<file path="src/rtl/wb_merge_pkg.sv">
// Shared types for the write-back merge block: channel program-order slots,
// the buffered write entry and the merge mode.
package wb_merge_pkg;

  localparam int unsigned WB_CH_LOAD = 0;
  localparam int unsigned WB_CH_P0   = 1;
  localparam int unsigned WB_CH_P1   = 2;
  localparam int unsigned WB_NCH     = 3;
  localparam int unsigned WB_ENT_W   = 37;

  typedef struct packed {
    logic [4:0]  rd;
    logic [31:0] data;
  } wb_ent_t;

  typedef enum logic {
    MODE_EMPTY,
    MODE_DRAIN
  } wb_mode_e;

endpackage

</file>
<file path="src/rtl/wb_merge_fifo.sv">
// Circular buffer of pending register writes: 0..3 pushes and 0..2 pops per cycle.
// Head view and entry array are exported for forwarding when WB_MERGE_FWD_EN is defined.
module wb_fifo
  import wb_merge_pkg::*;
#(
  parameter int unsigned DEPTH = 8,
  parameter int unsigned AW    = 3
) (
  input  logic          clk,
  input  logic          reset,
  input  logic [1:0]    i_push_cnt,
  input  wb_ent_t       i_push_ent [WB_NCH],
  input  logic [1:0]    i_pop_cnt,
  output wb_ent_t       o_head0,
  output wb_ent_t       o_head1,
  output logic [AW:0]   o_cnt
`ifdef WB_MERGE_FWD_EN
  , output logic [AW-1:0] o_head_ptr
  , output wb_ent_t       o_mem [DEPTH]
`endif
);

  wb_ent_t       r_mem [DEPTH];
  logic [AW-1:0] r_head;
  logic [AW-1:0] r_tail;
  logic [AW:0]   r_cnt;

  logic [AW:0]   w_free;
  logic [AW:0]   w_push_n;
  logic [AW:0]   w_pop_n;

  assign w_free   = (AW+1)'(DEPTH) - r_cnt;
  // Pushes beyond the free space are dropped so the count saturates at DEPTH.
  assign w_push_n = ((AW+1)'(i_push_cnt) > w_free) ? w_free : (AW+1)'(i_push_cnt);
  assign w_pop_n  = ((AW+1)'(i_pop_cnt) > r_cnt) ? r_cnt : (AW+1)'(i_pop_cnt);

  always_ff @(posedge clk) begin
    if (reset) begin
      r_head <= '0;
      r_tail <= '0;
      r_cnt  <= '0;
    end else begin
      assert ((AW+1)'(i_push_cnt) <= w_free)
        else $error("wb_fifo: enqueue while full, write dropped");
      r_tail <= r_tail + w_push_n[AW-1:0];
      r_head <= r_head + w_pop_n[AW-1:0];
      r_cnt  <= r_cnt + w_push_n - w_pop_n;
    end
  end

  always_ff @(posedge clk) begin
    if (!reset) begin
      for (int unsigned k = 0; k < WB_NCH; k++) begin
        if ((AW+1)'(k) < w_push_n) r_mem[r_tail + AW'(k)] <= i_push_ent[k];
      end
    end
  end

  assign o_head0 = r_mem[r_head];
  assign o_head1 = r_mem[r_head + AW'(1)];
  assign o_cnt   = r_cnt;
`ifdef WB_MERGE_FWD_EN
  assign o_head_ptr = r_head;
  assign o_mem      = r_mem;
`endif

endmodule

</file>
<file path="src/rtl/wb_merge.sv">
// Merges three write-back channels onto two register-file write ports, in program order,
// buffering overflow. Optional forwarding of buffered writes: macro WB_MERGE_FWD_EN.
module wb_merge
  import wb_merge_pkg::*;
#(
  parameter int unsigned DEPTH = 8,
  parameter int unsigned AW    = 3
) (
  input  logic          clk,
  input  logic          reset,
  input  logic          we0,
  input  logic [4:0]    rd0,
  input  logic [31:0]   wdata0,
  input  logic          we1,
  input  logic [4:0]    rd1,
  input  logic [31:0]   wdata1,
  input  logic          we2,
  input  logic [4:0]    rd2,
  input  logic [31:0]   wdata2,
  output logic          rf_we_a,
  output logic [4:0]    rf_waddr_a,
  output logic [31:0]   rf_wdata_a,
  output logic          rf_we_b,
  output logic [4:0]    rf_waddr_b,
  output logic [31:0]   rf_wdata_b,
  output logic          wb_stall,
  output logic [AW:0]   fifo_cnt,
  input  logic [4:0]    rs_q0,
  input  logic [4:0]    rs_q1,
  output logic          fwd_hit0,
  output logic          fwd_hit1,
  output logic [31:0]   fwd_data0,
  output logic [31:0]   fwd_data1
);

  wb_ent_t           w_in   [WB_NCH];
  logic [WB_NCH-1:0] w_vld;
  wb_ent_t           w_cmp  [WB_NCH];
  logic [1:0]        w_ncmp;
  wb_ent_t           w_push_ent [WB_NCH];
  logic [1:0]        w_push_cnt;
  logic [1:0]        w_pop_cnt;
  wb_ent_t           w_head0;
  wb_ent_t           w_head1;
  logic [AW:0]       w_fcnt;
  wb_mode_e          w_mode;
  wb_ent_t           w_iss_a;
  wb_ent_t           w_iss_b;
  logic              w_iss_a_v;
  logic              w_iss_b_v;
  logic              w_kill_a;

  assign w_in[WB_CH_LOAD] = '{rd: rd2, data: wdata2};
  assign w_in[WB_CH_P0]   = '{rd: rd0, data: wdata0};
  assign w_in[WB_CH_P1]   = '{rd: rd1, data: wdata1};
  assign w_vld[WB_CH_LOAD] = we2 && (rd2 != '0);
  assign w_vld[WB_CH_P0]   = we0 && (rd0 != '0);
  assign w_vld[WB_CH_P1]   = we1 && (rd1 != '0);

  // Pack valid requests oldest-first so slot k is the k-th write in program order.
  always_comb begin
    w_cmp  = '{default: '0};
    w_ncmp = '0;
    for (int unsigned c = 0; c < WB_NCH; c++) begin
      if (w_vld[c]) begin
        w_cmp[w_ncmp] = w_in[c];
        w_ncmp        = w_ncmp + 2'd1;
      end
    end
  end

  assign w_mode = (w_fcnt == '0) ? MODE_EMPTY : MODE_DRAIN;

  always_comb begin
    w_iss_a    = w_cmp[0];
    w_iss_b    = w_cmp[1];
    w_iss_a_v  = 1'b0;
    w_iss_b_v  = 1'b0;
    w_push_ent = w_cmp;
    w_push_cnt = '0;
    w_pop_cnt  = '0;
    if (w_mode == MODE_EMPTY) begin
      w_iss_a_v     = (w_ncmp >= 2'd1);
      w_iss_b_v     = (w_ncmp >= 2'd2);
      w_push_ent[0] = w_cmp[2];
      w_push_cnt    = (w_ncmp == 2'd3) ? 2'd1 : 2'd0;
    end else begin
      w_push_cnt = w_ncmp;
      w_pop_cnt  = (w_fcnt >= (AW+1)'(2)) ? 2'd2 : w_fcnt[1:0];
      w_iss_a    = w_head0;
      w_iss_b    = w_head1;
      w_iss_a_v  = (w_pop_cnt >= 2'd1);
      w_iss_b_v  = (w_pop_cnt == 2'd2);
    end
  end

  assign w_kill_a = w_iss_a_v && w_iss_b_v && (w_iss_a.rd == w_iss_b.rd);

`ifdef WB_MERGE_FWD_EN
  logic [AW-1:0] w_head_ptr;
  wb_ent_t       w_mem [DEPTH];
`endif

  wb_fifo #(
    .DEPTH (DEPTH),
    .AW    (AW)
  ) u_fifo (
    .clk        (clk),
    .reset      (reset),
    .i_push_cnt (w_push_cnt),
    .i_push_ent (w_push_ent),
    .i_pop_cnt  (w_pop_cnt),
    .o_head0    (w_head0),
    .o_head1    (w_head1),
    .o_cnt      (w_fcnt)
`ifdef WB_MERGE_FWD_EN
    , .o_head_ptr (w_head_ptr)
    , .o_mem      (w_mem)
`endif
  );

  always_ff @(posedge clk) begin
    if (reset) begin
      rf_we_a    <= 1'b0;
      rf_waddr_a <= '0;
      rf_wdata_a <= '0;
      rf_we_b    <= 1'b0;
      rf_waddr_b <= '0;
      rf_wdata_b <= '0;
    end else begin
      rf_we_a    <= w_iss_a_v && !w_kill_a;
      rf_waddr_a <= w_iss_a.rd;
      rf_wdata_a <= w_iss_a.data;
      rf_we_b    <= w_iss_b_v;
      rf_waddr_b <= w_iss_b.rd;
      rf_wdata_b <= w_iss_b.data;
    end
  end

  assign fifo_cnt = w_fcnt;
  assign wb_stall = (w_fcnt >= (AW+1)'(DEPTH - 3));

`ifdef WB_MERGE_FWD_EN
  // Walk from head to tail so a later (younger) match overrides an earlier one.
  always_comb begin
    fwd_hit0  = 1'b0;
    fwd_hit1  = 1'b0;
    fwd_data0 = '0;
    fwd_data1 = '0;
    for (int unsigned k = 0; k < DEPTH; k++) begin
      if ((AW+1)'(k) < w_fcnt) begin
        if (rs_q0 != '0 && w_mem[w_head_ptr + AW'(k)].rd == rs_q0) begin
          fwd_hit0  = 1'b1;
          fwd_data0 = w_mem[w_head_ptr + AW'(k)].data;
        end
        if (rs_q1 != '0 && w_mem[w_head_ptr + AW'(k)].rd == rs_q1) begin
          fwd_hit1  = 1'b1;
          fwd_data1 = w_mem[w_head_ptr + AW'(k)].data;
        end
      end
    end
  end
`else
  logic w_unused_rs;
  assign w_unused_rs = ^{rs_q0, rs_q1};
  assign fwd_hit0  = 1'b0;
  assign fwd_hit1  = 1'b0;
  assign fwd_data0 = '0;
  assign fwd_data1 = '0;
`endif

endmodule

</file>
<file path="config.mk">
export PLATFORM = sky130hd
export DESIGN_NAME = wb_merge
export DESIGN_NICKNAME = d
export VERILOG_FILES = /design/src/rtl/wb_merge_pkg.sv /design/src/rtl/wb_merge_fifo.sv /design/src/rtl/wb_merge.sv
export SDC_FILE = /design/constraint.sdc
export NUM_CORES = 1
export LEC_CHECK = 0
export CAP_MARGIN = 0
export CORE_ASPECT_RATIO = 0.9
export CORE_MARGIN = 1.5
export CORE_UTILIZATION = 40
export CTS_BUF_LIST = sky130_fd_sc_hd__clkbuf_4
export DETAILED_ROUTE_END_ITERATION = 8
export PLACE_DENSITY_LB_ADDON = 0.25
export SYNTH_ARGS = -nofsm -noshare
export SYNTH_HDL_FRONTEND = slang
export SYNTH_HIERARCHICAL = 1
export SYNTH_SLANG_ARGS = --single-unit
</file>
<file path="constraint.sdc">
create_clock -name clk -period 9.3 [get_ports clk]
set_input_delay 1.86 -clock clk [delete_from_list [all_inputs] [get_ports clk]]
set_output_delay 1.86 -clock clk [all_outputs]
set_load 0.02 [all_outputs]
</file>
==> summary.log, run 1 <==
[timing] transition at the pin with the smallest max-transition slack 1130 ps
[global_route] antenna violations before repair 3
[floorplanning] Die Wd 277 um
[placed_design] HPWL reported at the end of detailed placement 50.6 mm
[drt] # DRC 0
[yosys] number of synthesized flops with an enable pin 296
[global_route] global-route total usage across every layer 0.255
[worst_setup_path] endpoint of the most critical register-to-register path u_fifo/r_mem[7][28]
[worst_setup_path] Required @ worst endpoint 9930 ps
[clock_tree] clock tree from TritonCTS built
[global_route] GRT overflow 0
[layout] commonest cells after routing, fill and taps aside sky130_fd_sc_hd__mux2_2, sky130_fd_sc_hd__edfxtp_1, sky130_fd_sc_hd__clkdlybuf4s50_1, sky130_fd_sc_hd__clkbuf_4, sky130_fd_sc_hd__mux4_2
[yosys] ranking of synthesized cells by area sky130_fd_sc_hd__edfxtp_1, sky130_fd_sc_hd__mux2_2, sky130_fd_sc_hd__mux4_2, sky130_fd_sc_hd__dfxtp_1, sky130_fd_sc_hd__mux2_1
[timing] shortest clock period the worst path allows after layout 6600 ps
[worst_setup_path] start point of the critical path rd1[0]
[global_route] global-route wire length before repair 132 mm
[worst_setup_path] class of the most critical setup path in2reg
[clock_tree] Resize count post-CTS 0
[pwr] pwr/cell area 311 nW/um^2
[yosys] main flop type after synthesis sky130_fd_sc_hd__edfxtp_1
[layout] final core utilization 0.463
[yosys] Yosys top cell area share 0.329
[placed_design] final weighted congestion in routability-driven placement 0.769
[pwr] total power after layout 0.00965 W
[timing] normalized max-slew margin 0.247
[worst_setup_path] end of the critical path u_fifo/r_mem[7][28]
[timing] Fin Hold WS 707 ps
[drt] Final ANT Viol Nets 0
[timing] final setup fails 0
[drt] average routed wire per standard cell 27.2 um
[yosys] proportion of synthesized flip-flops having asynchronous set or reset 0
[global_route] pin count of the biggest net entering global routing 150
[hold_path] startpoint of the lowest-slack hold path u_fifo/r_tail[2]
[global_route] number of global-route vias before repair 20530
[worst_setup_path] CP Max Fanout 35
[drt] via count normalized by instance count 6.10
[floorplanning] effective utilization at floorplan 0.404
[clock_tree] number of buffers between clock root and the deepest sink 3
[timing] worst clock skew 84.4 ps
[layout] ratio of cells with drive above 1 in the final layout 0.411
[placed_design] Port Buffers 196
[yosys] number of synthesis warnings 6
[run_status] result of the run finished clean
[timing] setup tns final 0 ps
[drt] vias after detailed routing 20137
[floorplanning] height of the chip 250 um
[pwr] leakage power figure 11.3 nW
[clock_tree] number of clock buffers inserted by TritonCTS 111
[timing] number of pins exceeding their max-slew limit in the final report 0
[hold_path] worst hold path type reg2reg
[drt] DRT Pass-1 Iters 5
[yosys] Avg Synthesized Cell Area 12.5 sq um
[clock_tree] Worst-path clk slew 60 ps
[worst_setup_path] worst reg2reg startpoint u_fifo/o_cnt[1]
[clock_tree] clock latency of the later-clocked register in the worst-skew pair 910 ps
[pwr] worst IR drop on VDD 0.201 mV
[yosys] Seq/Total Area, Yosys 0.392
[yosys] flip-flop and latch count after synthesis 382
[timing] maximum clock rate 151 MHz
[floorplanning] site row count 90
[yosys] cell count after synthesis 2161
[clock_tree] H-tree depth 3
[worst_setup_path] Data arrival, critical path 7230 ps
[clock_tree] clock tree root driver cell sky130_fd_sc_hd__clkbuf_4
[yosys] netlist area before placement 27000 sq um
[layout] area growth from synthesis to layout 14.8%
[clock_tree] CTS sink cnt 382
[clock_tree] post-CTS setup buffer count 0
[clock_tree] CTS Hold Bufs 0
[timing] number of hold-slack violations in the final timing report 0
[layout] Total Nets Final 2473
[timing] RSZ-0062 raised after global routing no
[floorplanning] full die area 69200 sq um
[yosys] library cells used by synthesis 71
[timing] period utilization 0.710
[floorplanning] total core area 67000 sq um
[drt] number of DRC violations after detailed-routing iteration 0 2132
[yosys] leading area contributor after synthesis sky130_fd_sc_hd__edfxtp_1
[flow_run] Max-cap violations 0
[drt] total detailed-routing wirelength 90.0 mm
[worst_setup_path] Worst Setup Start Kind primary input
[layout] most common cell after layout, fill and taps aside sky130_fd_sc_hd__mux2_2
[worst_setup_path] register-to-register setup slack 4530 ps
[floorplanning] I/O pin count 273
[worst_setup_path] number of cells on the worst reg-to-reg path 12
[worst_setup_path] Worst setup EP type flop
[Yosys cell counts (all sizes together), types with 15 or more instances]
library cell and number:
mux2 666, edfxtp 296, buf 159, mux4 148, nand2 123, nor2 93
clkbuf 92, dfxtp 86, nand3 78, o21ai 73, and3 43, nor3 40
a21oi 39, o211ai 33, a32o 32, ha 16, inv 16, nor2b 15
[cell type report]
type,instances,area [sq um]
antenna,5,12.5
clock buffer,173,1300
clock inverter,37,175
fill,5945,36000
inverter,17,68.8
multi-input combinational,1576,15400
sequential,382,10600
tap,874,1090
timing repair buffer,239,2390
[logic make-up after synthesis]
group | Yosys count | synth area share
and+or+nand+nor | 434 | 0.0780
buffers and inverters | 268 | 0.0541
other | 2 | 0.000278
DFF | 382 | 0.392
xor gates and xnor gates | 16 | 0.00518
adders and majority gates | 21 | 0.0107
muxes | 820 | 0.403
AOI/OAI and AO/OA | 218 | 0.0559
[how the worst min path moves through the flow]
stage / end / slack, ps / depth (start not counted)
2_1_floorplan: u_fifo/r_head[0] / 590 / 2
3_3_place_gp: u_fifo/r_tail[2] / 660 / 2
3_5_place_dp: u_fifo/r_tail[2] / 680 / 2
4_1_cts: u_fifo/r_tail[2] / 700 / 2
5_1_grt: u_fifo/r_tail[2] / 720 / 2
6_report: u_fifo/r_tail[2] / 710 / 2
[worst max-delay path, stage by stage]
cell	delay, ps
sky130_fd_sc_hd__clkdlybuf4s50_1	550
sky130_fd_sc_hd__nor4_4	630
sky130_fd_sc_hd__a21boi_4	100
sky130_fd_sc_hd__buf_4	350
sky130_fd_sc_hd__fa_1	640
sky130_fd_sc_hd__and2_1	160
sky130_fd_sc_hd__inv_1	50
sky130_fd_sc_hd__ha_1	280
sky130_fd_sc_hd__nor2_1	120
sky130_fd_sc_hd__maj3_1	220
sky130_fd_sc_hd__a31o_2	400
sky130_fd_sc_hd__nand4_2	950
sky130_fd_sc_hd__buf_4	580
sky130_fd_sc_hd__mux2_2	300
[flip-flops by register name (all words and copies together) (netlist names)]
signal / flops
u_fifo/r_head: 3
rf_waddr_b: 5
rf_wdata_b: 32
rf_we_a: 1
rf_waddr_a: 5
rf_wdata_a: 32
u_fifo/r_tail: 3
u_fifo/o_cnt: 4
rf_we_b: 1
u_fifo/r_mem: 296
[through the flow]
step | cell area (sq um) | setup WS (ps) | std cells
global route | 31000 | 2470 | 3302
detailed placement | 29600 | 1850 | 3088
floorplan | 27300 | 1880 | 2226
finish | 31000 | 2700 | 3303
CTS | 31000 | 2830 | 3298
global placement | 29600 | 1930 | 3088
[report_power, final]
| group | internal [W] | switching (W) |
|---|---|---|
| clock | 0.000871 | 0.000800 |
| sequential | 0.00249 | 0.000316 |
| combinational | 0.00258 | 0.00260 |
| total | 0.00594 | 0.00372 |
[routing by layer]
layer  vias up  GRT usage  part of all wire
met3       172     0.0528             0.084
li1       8706          -                 -
met1     10211      0.338              0.42
met2      1048      0.410              0.47
met4         0     0.0975             0.028
met5         -          0                 0
Power figures use the tool's default switching activity.
==> inputs of run 2 (changes only) <==
clock period = 5.88 ns   (was 9.3 ns; I/O delays follow)
==> run 2 against run 1 <==
  * First-iteration DRC count rose by 17%
  * Clock power rose by 57%
  * Register-to-register slack got worse by 2800 ps
  * Highest routed layer is now met5
  * Die area is the same
  * Utilization grew 0.63 points
  * Clock skew shrank 37 ps
  * Critical path depth increased by 4
  * Worst setup slack lost 1600 ps
==> summary.log, run 2 (synthesis results as in run 1) <==
[run_status] result of the run finished clean
[drt] vias after detailed routing 20578 [+2.2%]
[timing] setup tns final 0 ps [unchanged]
[drt] via count normalized by instance count 6.16 [+1.1%]
[worst_setup_path] Required @ worst endpoint 6450 ps [-3480 ps]
[timing] RSZ-0062 raised after global routing no
[worst_setup_path] number of cells on the worst reg-to-reg path 8 [-4]
[layout] ratio of cells with drive above 1 in the final layout 0.420 [+0.00862]
[drt] total detailed-routing wirelength 93.3 mm [+3.7%]
[global_route] global-route met2 utilization 0.420 [+0.00933]
[drt] number of DRC violations after detailed-routing iteration 0 2492 [+17%]
[placed_design] post-place setup slack 242 ps [-1610 ps]
[hold_path] worst hold path type reg2reg
[global_route] M1 GR Usage 0.358 [+0.0194]
[pwr] leakage power figure 11.5 nW [+2.1%]
[timing] shortest clock period the worst path allows after layout 4760 ps
[global_route] GRT overflow 0 [unchanged]
[layout] biggest regs u_fifo/r_mem: 296 flops, rf_wdata_a: 32 flops, rf_wdata_b: 32 flops
[worst_setup_path] worst reg2reg startpoint u_fifo/o_cnt[0]
[layout] flip-flop and latch area 10600 sq um [unchanged]
[timing] period utilization 0.810
[layout] Reg with most FFs u_fifo/r_mem
[worst_setup_path] Worst Setup Start Kind primary input
[floorplanning] I/O pin count 273 [unchanged]
[placed_design] HPWL reported at the end of detailed placement 54.5 mm [+7.7%]
[floorplanning] height of the chip 250 um [unchanged]
[drt] average routed wire per standard cell 27.9 um [+2.6%]
[floorplanning] site row count 90 [unchanged]
[timing] number of hold-slack violations in the final timing report 0 [unchanged]
[global_route] pin count of the biggest net entering global routing 69 [-54%]
[worst_setup_path] register-to-register setup slack 1760 ps [-2770 ps]
[worst_setup_path] Data arrival, critical path 5330 ps [-1900 ps]
[layout] Total Nets Final 2510 [+1.5%]
[worst_setup_path] Worst Path Buf+Inv 6 [+2]
[clock_tree] number of buffers between clock root and the deepest sink 3 [unchanged]
[clock_tree] CTS sink cnt 382 [unchanged]
[layout] final core utilization 0.470 [+0.00631]
[layout] area growth from synthesis to layout 16.4%
[hold_path] end point of the most critical hold path u_fifo/r_tail[2]
[global_route] antenna violations before repair 3 [unchanged]
[global_route] global-route wire length before repair 135 mm [+2.0%]
[placed_design] Port Buffers 196 [unchanged]
[clock_tree] post-CTS setup buffer count 0 [unchanged]
[hold_path] startpoint of the lowest-slack hold path u_fifo/r_tail[2]
[drt] Final ANT Viol Nets 0 [unchanged]
[layout] fillcell total 5998 [+0.89%]
[floorplanning] full die area 69200 sq um [unchanged]
[clock_tree] CTS Hold Bufs 0 [unchanged]
[floorplanning] effective utilization at floorplan 0.404 [unchanged]
[clock_tree] clock tree from TritonCTS built
[timing] normalized max-slew margin 0.324 [+0.0778]
[global_route] number of global-route vias before repair 20371 [-0.77%]
[timing] worst clock skew 47.5 ps [-37.0 ps]
[drt] # DRC 0 [unchanged]
[worst_setup_path] Worst setup EP type flop
[pwr] worst IR drop on VDD 0.250 mV [+24%]
[clock_tree] Worst-path clk slew 60 ps [about the same]
[clock_tree] H-tree depth 3 [unchanged]
[layout] area taken by multi-input logic gates 15400 sq um [about the same]
[global_route] global-route total usage across every layer 0.262 [+0.00725]
[worst_setup_path] biggest cell delay along the critical path 610 ps [-340 ps]
[timing] maximum clock rate 210 MHz
[worst_setup_path] CP Max Fanout 15 [-57%]
[clock_tree] number of clock buffers inserted by TritonCTS 110 [-0.90%]
[timing] transition at the pin with the smallest max-transition slack 1010 ps [-114 ps]
[global_route] Most Used Layer, Global Route met2
[worst_setup_path] endpoint of the most critical register-to-register path u_fifo/r_mem[6][2]
[clock_tree] Resize count post-CTS 0 [unchanged]
[pwr] pwr/cell area 489 nW/um^2 [+57%]
[layout] max reg flops 296 [unchanged]
[drt] DRT Pass-1 Iters 5 [unchanged]
[placed_design] final weighted congestion in routability-driven placement 0.827 [+7.6%]
[timing] number of pins exceeding their max-slew limit in the final report 0 [unchanged]
[timing] final setup fails 0 [unchanged]
[clock_tree] clock latency of the later-clocked register in the worst-skew pair 960 ps [+50 ps]
[pwr] total power after layout 0.0154 W [+59%]
[flow_run] Max-cap violations 0 [unchanged]
[timing] Fin Hold WS 699 ps [-8.06 ps]
[worst_setup_path] class of the most critical setup path in2reg
[hold_path] cell count of the worst hold path 2 [unchanged]
[layout] most common cell after layout, fill and taps aside sky130_fd_sc_hd__mux2_2
[timing] post-route worst setup slack 1120 ps [-1580 ps]
[worst_setup_path] cells along the critical path clkdlybuf4s50_1 -> or4_4 -> o21a_2 -> clkinv_4 -> ha_1 -> inv_1 -> mux2i_1 -> nand2_1 -> and2_4 -> inv_1 -> ha_1 -> nor2_1 -> maj3_2 -> a31o_4 -> nand2_1 -> buf_4 -> o2111ai_4 -> buf_4
[floorplanning] total core area 67000 sq um [unchanged]
[clock_tree] clock tree root driver cell sky130_fd_sc_hd__clkbuf_4
[global_route] met3 routing resource usage after global routing 0.0506 [-0.00215]
[worst_setup_path] family with the most delay on the worst path buffers and inverters
[layout] commonest cells after routing, fill and taps aside sky130_fd_sc_hd__mux2_2, sky130_fd_sc_hd__edfxtp_1, sky130_fd_sc_hd__clkdlybuf4s50_1, sky130_fd_sc_hd__clkbuf_4, sky130_fd_sc_hd__mux4_2
[worst_setup_path] slowest stage cell on the critical path sky130_fd_sc_hd__or4_4
[floorplanning] Die Wd 277 um [unchanged]
==> run 2: cell type report <==
cell class	instances	area share
well taps	874	0.0348
multi-input cells	1576	0.489
clock inverters	38	0.00565
inverters	17	0.00219
repair buffers	277	0.0899
flip-flops and latches	382	0.338
diodes	5	0.000398
clock buffers	170	0.0406
==> run 2: power by group <==
part	total (W)	internal, W	switching (W)
clock network	0.00263	0.00136	0.00128
registers	0.00446	0.00393	0.000530
logic	0.00828	0.00414	0.00415
total	0.0154	0.00942	0.00596
==> run 2: how the worst max path moves through the flow <==
stage	slack, ps	to	depth (start not counted)	from
finish	1120	u_fifo/r_mem[4][6]	18	rd2[4]
global route	980	u_fifo/o_cnt[2]	20	rd2[4]
detailed placement	240	u_fifo/o_cnt[2]	20	rd2[4]
global placement	230	u_fifo/o_cnt[2]	20	rd2[4]
CTS	1210	u_fifo/r_mem[4][6]	18	rd2[4]
floorplan	20	u_fifo/r_mem[5][0]	15	rd0[1]
==> run 2: routing by layer <==
metal / routed length (um) / up-vias
li1: - / 8779
met1: 39300 / 10451
met2: 43500 / 1157
met3: 7910 / 189
met4: 2470 / 2
met5: 20 / -
==> run 2: per-stage QoR <==
stage	instance area, sq um	std cells
floorplan	27400	2226
global placement	30000	3126
detailed placement	30000	3126
CTS	31500	3334
global route	31500	3339
finish	31500	3339
==> run 2: tightest hold or removal path, cell delays in order (launching register included) <==
cell and delay [ps]:
sky130_fd_sc_hd__dfxtp_1 420, sky130_fd_sc_hd__xnor2_1 200, sky130_fd_sc_hd__nor2_1 40
==> inputs of run 3 (changes only) <==
clock period = 5 ns   (was 5.88 ns; I/O delays follow)
==> run 3 against run 2 <==
  * Register-to-register slack worse by 410 ps
  * Non-clock buffer count up 50
  * Clock power up 14%
  * Global-route usage up 0.26 points
  * Die area unchanged
  * Combinational power up 22%
  * Wire length down 0.27%
  * Worst hold slack worse by 23 ps
  * Via count about the same
  * Power up 18%
  * First-iteration DRC count down 16%
  * Sequential share of layout area down 0.71 points
==> summary.log, run 3 (synthesis results as in run 1) <==
[layout] Total Nets Final 2554 [+1.8%]
[layout] max reg flops 296 [unchanged]
[layout] biggest regs u_fifo/r_mem: 296 flops, rf_wdata_a: 32 flops, rf_wdata_b: 32 flops
[worst_setup_path] start point of the critical path rd2[0]
[worst_setup_path] CP Max Fanout 27 [+12]
[worst_setup_path] register-to-register setup slack 1350 ps [-410 ps]
[floorplanning] site row count 90 [unchanged]
[drt] total detailed-routing wirelength 93.0 mm [-0.27%]
[clock_tree] CTS sink cnt 382 [unchanged]
[timing] number of hold-slack violations in the final timing report 0 [unchanged]
[pwr] pwr/cell area 567 nW/um^2 [+16%]
[pwr] sequential share of power 0.280 [-0.010]
[drt] average routed wire per standard cell 27.6 um [-1.2%]
[hold_path] startpoint of the lowest-slack hold path reset
[timing] number of pins exceeding their max-slew limit in the final report 0 [unchanged]
[drt] Final ANT Viol Nets 0 [unchanged]
[pwr] leakage power figure 11.9 nW [+3.0%]
[worst_setup_path] number of cells on the worst reg-to-reg path 8 [unchanged]
[timing] setup tns final 0 ps [unchanged]
[clock_tree] post-CTS setup buffer count 0 [unchanged]
[global_route] number of global-route vias before repair 20966 [+2.9%]
[worst_setup_path] Worst setup EP type flop
[drt] # DRC 0 [unchanged]
[floorplanning] height of the chip 250 um [unchanged]
[global_route] antenna violations before repair 3 [unchanged]
[worst_setup_path] Required @ worst endpoint 5540 ps [-910 ps]
[drt] DRT Pass-1 Iters 5 [unchanged]
[global_route] global-route met2 utilization 0.423 [+0.00373]
[global_route] global-route total usage across every layer 0.265 [+0.00256]
[timing] period utilization 0.878
[clock_tree] CTS Hold Bufs 0 [unchanged]
[timing] worst clock skew 55.5 ps [+8.02 ps]
[global_route] M1 GR Usage 0.343 [-0.0147]
[placed_design] HPWL reported at the end of detailed placement 54.9 mm [+0.70%]
[worst_setup_path] worst reg2reg startpoint u_fifo/o_cnt[0]
[pwr] fraction of power spent switching nets 0.382 [-0.00545]
[global_route] Most Used Layer, Global Route met2
[floorplanning] effective utilization at floorplan 0.404 [unchanged]
[placed_design] final weighted congestion in routability-driven placement 0.845 [+2.2%]
[flow_run] Max-cap violations 0 [unchanged]
[worst_setup_path] end of the critical path u_fifo/r_mem[1][24]
[clock_tree] Worst-path clk slew 70 ps [about the same]
[layout] ratio of cells with drive above 1 in the final layout 0.437 [+0.0167]
[global_route] GRT overflow 0 [unchanged]
[pwr] worst IR drop on VDD 0.472 mV [+88%]
[clock_tree] number of buffers between clock root and the deepest sink 3 [unchanged]
[worst_setup_path] class of the most critical setup path in2reg
[pwr] clock group share of total power 0.165 [-0.006]
[global_route] global-route wire length before repair 137 mm [+1.4%]
[pwr] total power after layout 0.0182 W [+18%]
[clock_tree] H-tree depth 3 [unchanged]
[pwr] internal power summed over all cells 0.0113 W [+20%]
[clock_tree] clock tree root driver cell sky130_fd_sc_hd__clkbuf_4
[floorplanning] full die area 69200 sq um [unchanged]
[drt] vias after detailed routing 20580 [+0.0097%]
[timing] normalized max-slew margin 0.300 [-0.0247]
[clock_tree] Resize count post-CTS 0 [unchanged]
[layout] Reg with most FFs u_fifo/r_mem
[worst_setup_path] Worst Setup Start Kind primary input
[drt] number of DRC violations after detailed-routing iteration 0 2101 [-16%]
[layout] fillcell total 5934 [-1.1%]
[layout] commonest cells after routing, fill and taps aside sky130_fd_sc_hd__mux2_2, sky130_fd_sc_hd__edfxtp_1, sky130_fd_sc_hd__clkdlybuf4s50_1, sky130_fd_sc_hd__clkbuf_4, sky130_fd_sc_hd__mux4_2
[timing] final setup fails 0 [unchanged]
[worst_setup_path] endpoint of the most critical register-to-register path u_fifo/r_mem[4][4]
[global_route] pin count of the biggest net entering global routing 148 [+110%]
[placed_design] Port Buffers 196 [unchanged]
[timing] shortest clock period the worst path allows after layout 4390 ps
[pwr] sw power 0.00696 W [+17%]
[run_status] result of the run finished clean
[floorplanning] I/O pin count 273 [unchanged]
[timing] maximum clock rate 228 MHz
[timing] RSZ-0062 raised after global routing no
[clock_tree] clock latency of the later-clocked register in the worst-skew pair 920 ps [-40 ps]
[floorplanning] total core area 67000 sq um [unchanged]
[layout] final core utilization 0.480 [+0.0100]
[timing] transition at the pin with the smallest max-transition slack 1040 ps [+26.0 ps]
[floorplanning] Die Wd 277 um [unchanged]
[pwr] combinational share of power 0.556 [+0.017]
[clock_tree] number of clock buffers inserted by TritonCTS 104 [-5.5%]
[clock_tree] clock tree from TritonCTS built
[layout] area growth from synthesis to layout 18.9%
[global_route] met3 routing resource usage after global routing 0.0674 [+0.0168]
[layout] most common cell after layout, fill and taps aside sky130_fd_sc_hd__mux2_2
[hold_path] worst hold path type in2reg
[drt] via count normalized by instance count 6.11 [-0.91%]
[worst_setup_path] Data arrival, critical path 4940 ps [-390 ps]
run 3: metal layers:
metal  vias to the layer above  part of all wire
li1                       8859                 -
met1                     10264              0.40
met2                      1200              0.46
met3                       257              0.10
met4                         0             0.037
met5                         -                 0
run 3: metrics by stage:
| stage | hold slack [ps] | cell area (sq um) | setup slack [ps] | std cells |
|---|---|---|---|---|
| final | 676 | 32100 | 608 | 3370 |
| after global routing | 642 | 32100 | 510 | 3370 |
| after CTS | 628 | 32100 | 730 | 3366 |
| after detailed placement | 686 | 30700 | -224 | 3176 |
| after global placement | 687 | 30700 | -225 | 3176 |
| after floorplan | 587 | 27400 | -673 | 2226 |
run 3: how the worst min path moves through the flow:
stage                     depth (start not counted)               end
after global routing                              3     rf_waddr_b[1]
after CTS                                         3     rf_waddr_b[1]
after global placement                            2  u_fifo/r_tail[2]
after floorplan                                   2  u_fifo/r_head[0]
final                                             3     rf_waddr_b[3]
after detailed placement                          2  u_fifo/r_tail[2]
run 3: layout make-up:
class | instances | area (sq um) | share of cell area
clock buffers | 169 | 1270 | 0.0395
diodes | 4 | 10.0 | 0.000311
multi-input cells | 1576 | 15400 | 0.479
clock inverters | 21 | 118 | 0.00366
flip-flops and latches | 382 | 10600 | 0.330
repair buffers | 327 | 3560 | 0.111
inverters | 17 | 68.8 | 0.00214
well taps | 874 | 1090 | 0.0340
run 3: power by group through the flow:
stage | Sequential [W] | Clock [W] | Combinational, W
after global placement | 0.00510 | 0 | 0.00990
after floorplan | 0.00530 | 0 | 0.00672
after global routing | 0.00518 | 0.00324 | 0.0108
after CTS | 0.00509 | 0.00309 | 0.0101
final | 0.00510 | 0.00300 | 0.0101
after detailed placement | 0.00515 | 0 | 0.0100
run 3: critical path, stage by stage:
cell and delay [ps]:
sky130_fd_sc_hd__clkdlybuf4s50_1 430, sky130_fd_sc_hd__or4_4 550, sky130_fd_sc_hd__o21a_2 330, sky130_fd_sc_hd__fa_1 570
sky130_fd_sc_hd__and2_4 160, sky130_fd_sc_hd__inv_2 40, sky130_fd_sc_hd__ha_4 240, sky130_fd_sc_hd__nor2_1 40
sky130_fd_sc_hd__maj3_2 320, sky130_fd_sc_hd__o311ai_2 120, sky130_fd_sc_hd__buf_4 230, sky130_fd_sc_hd__buf_4 140
sky130_fd_sc_hd__nand3_2 270, sky130_fd_sc_hd__o2111ai_4 180, sky130_fd_sc_hd__buf_12 300
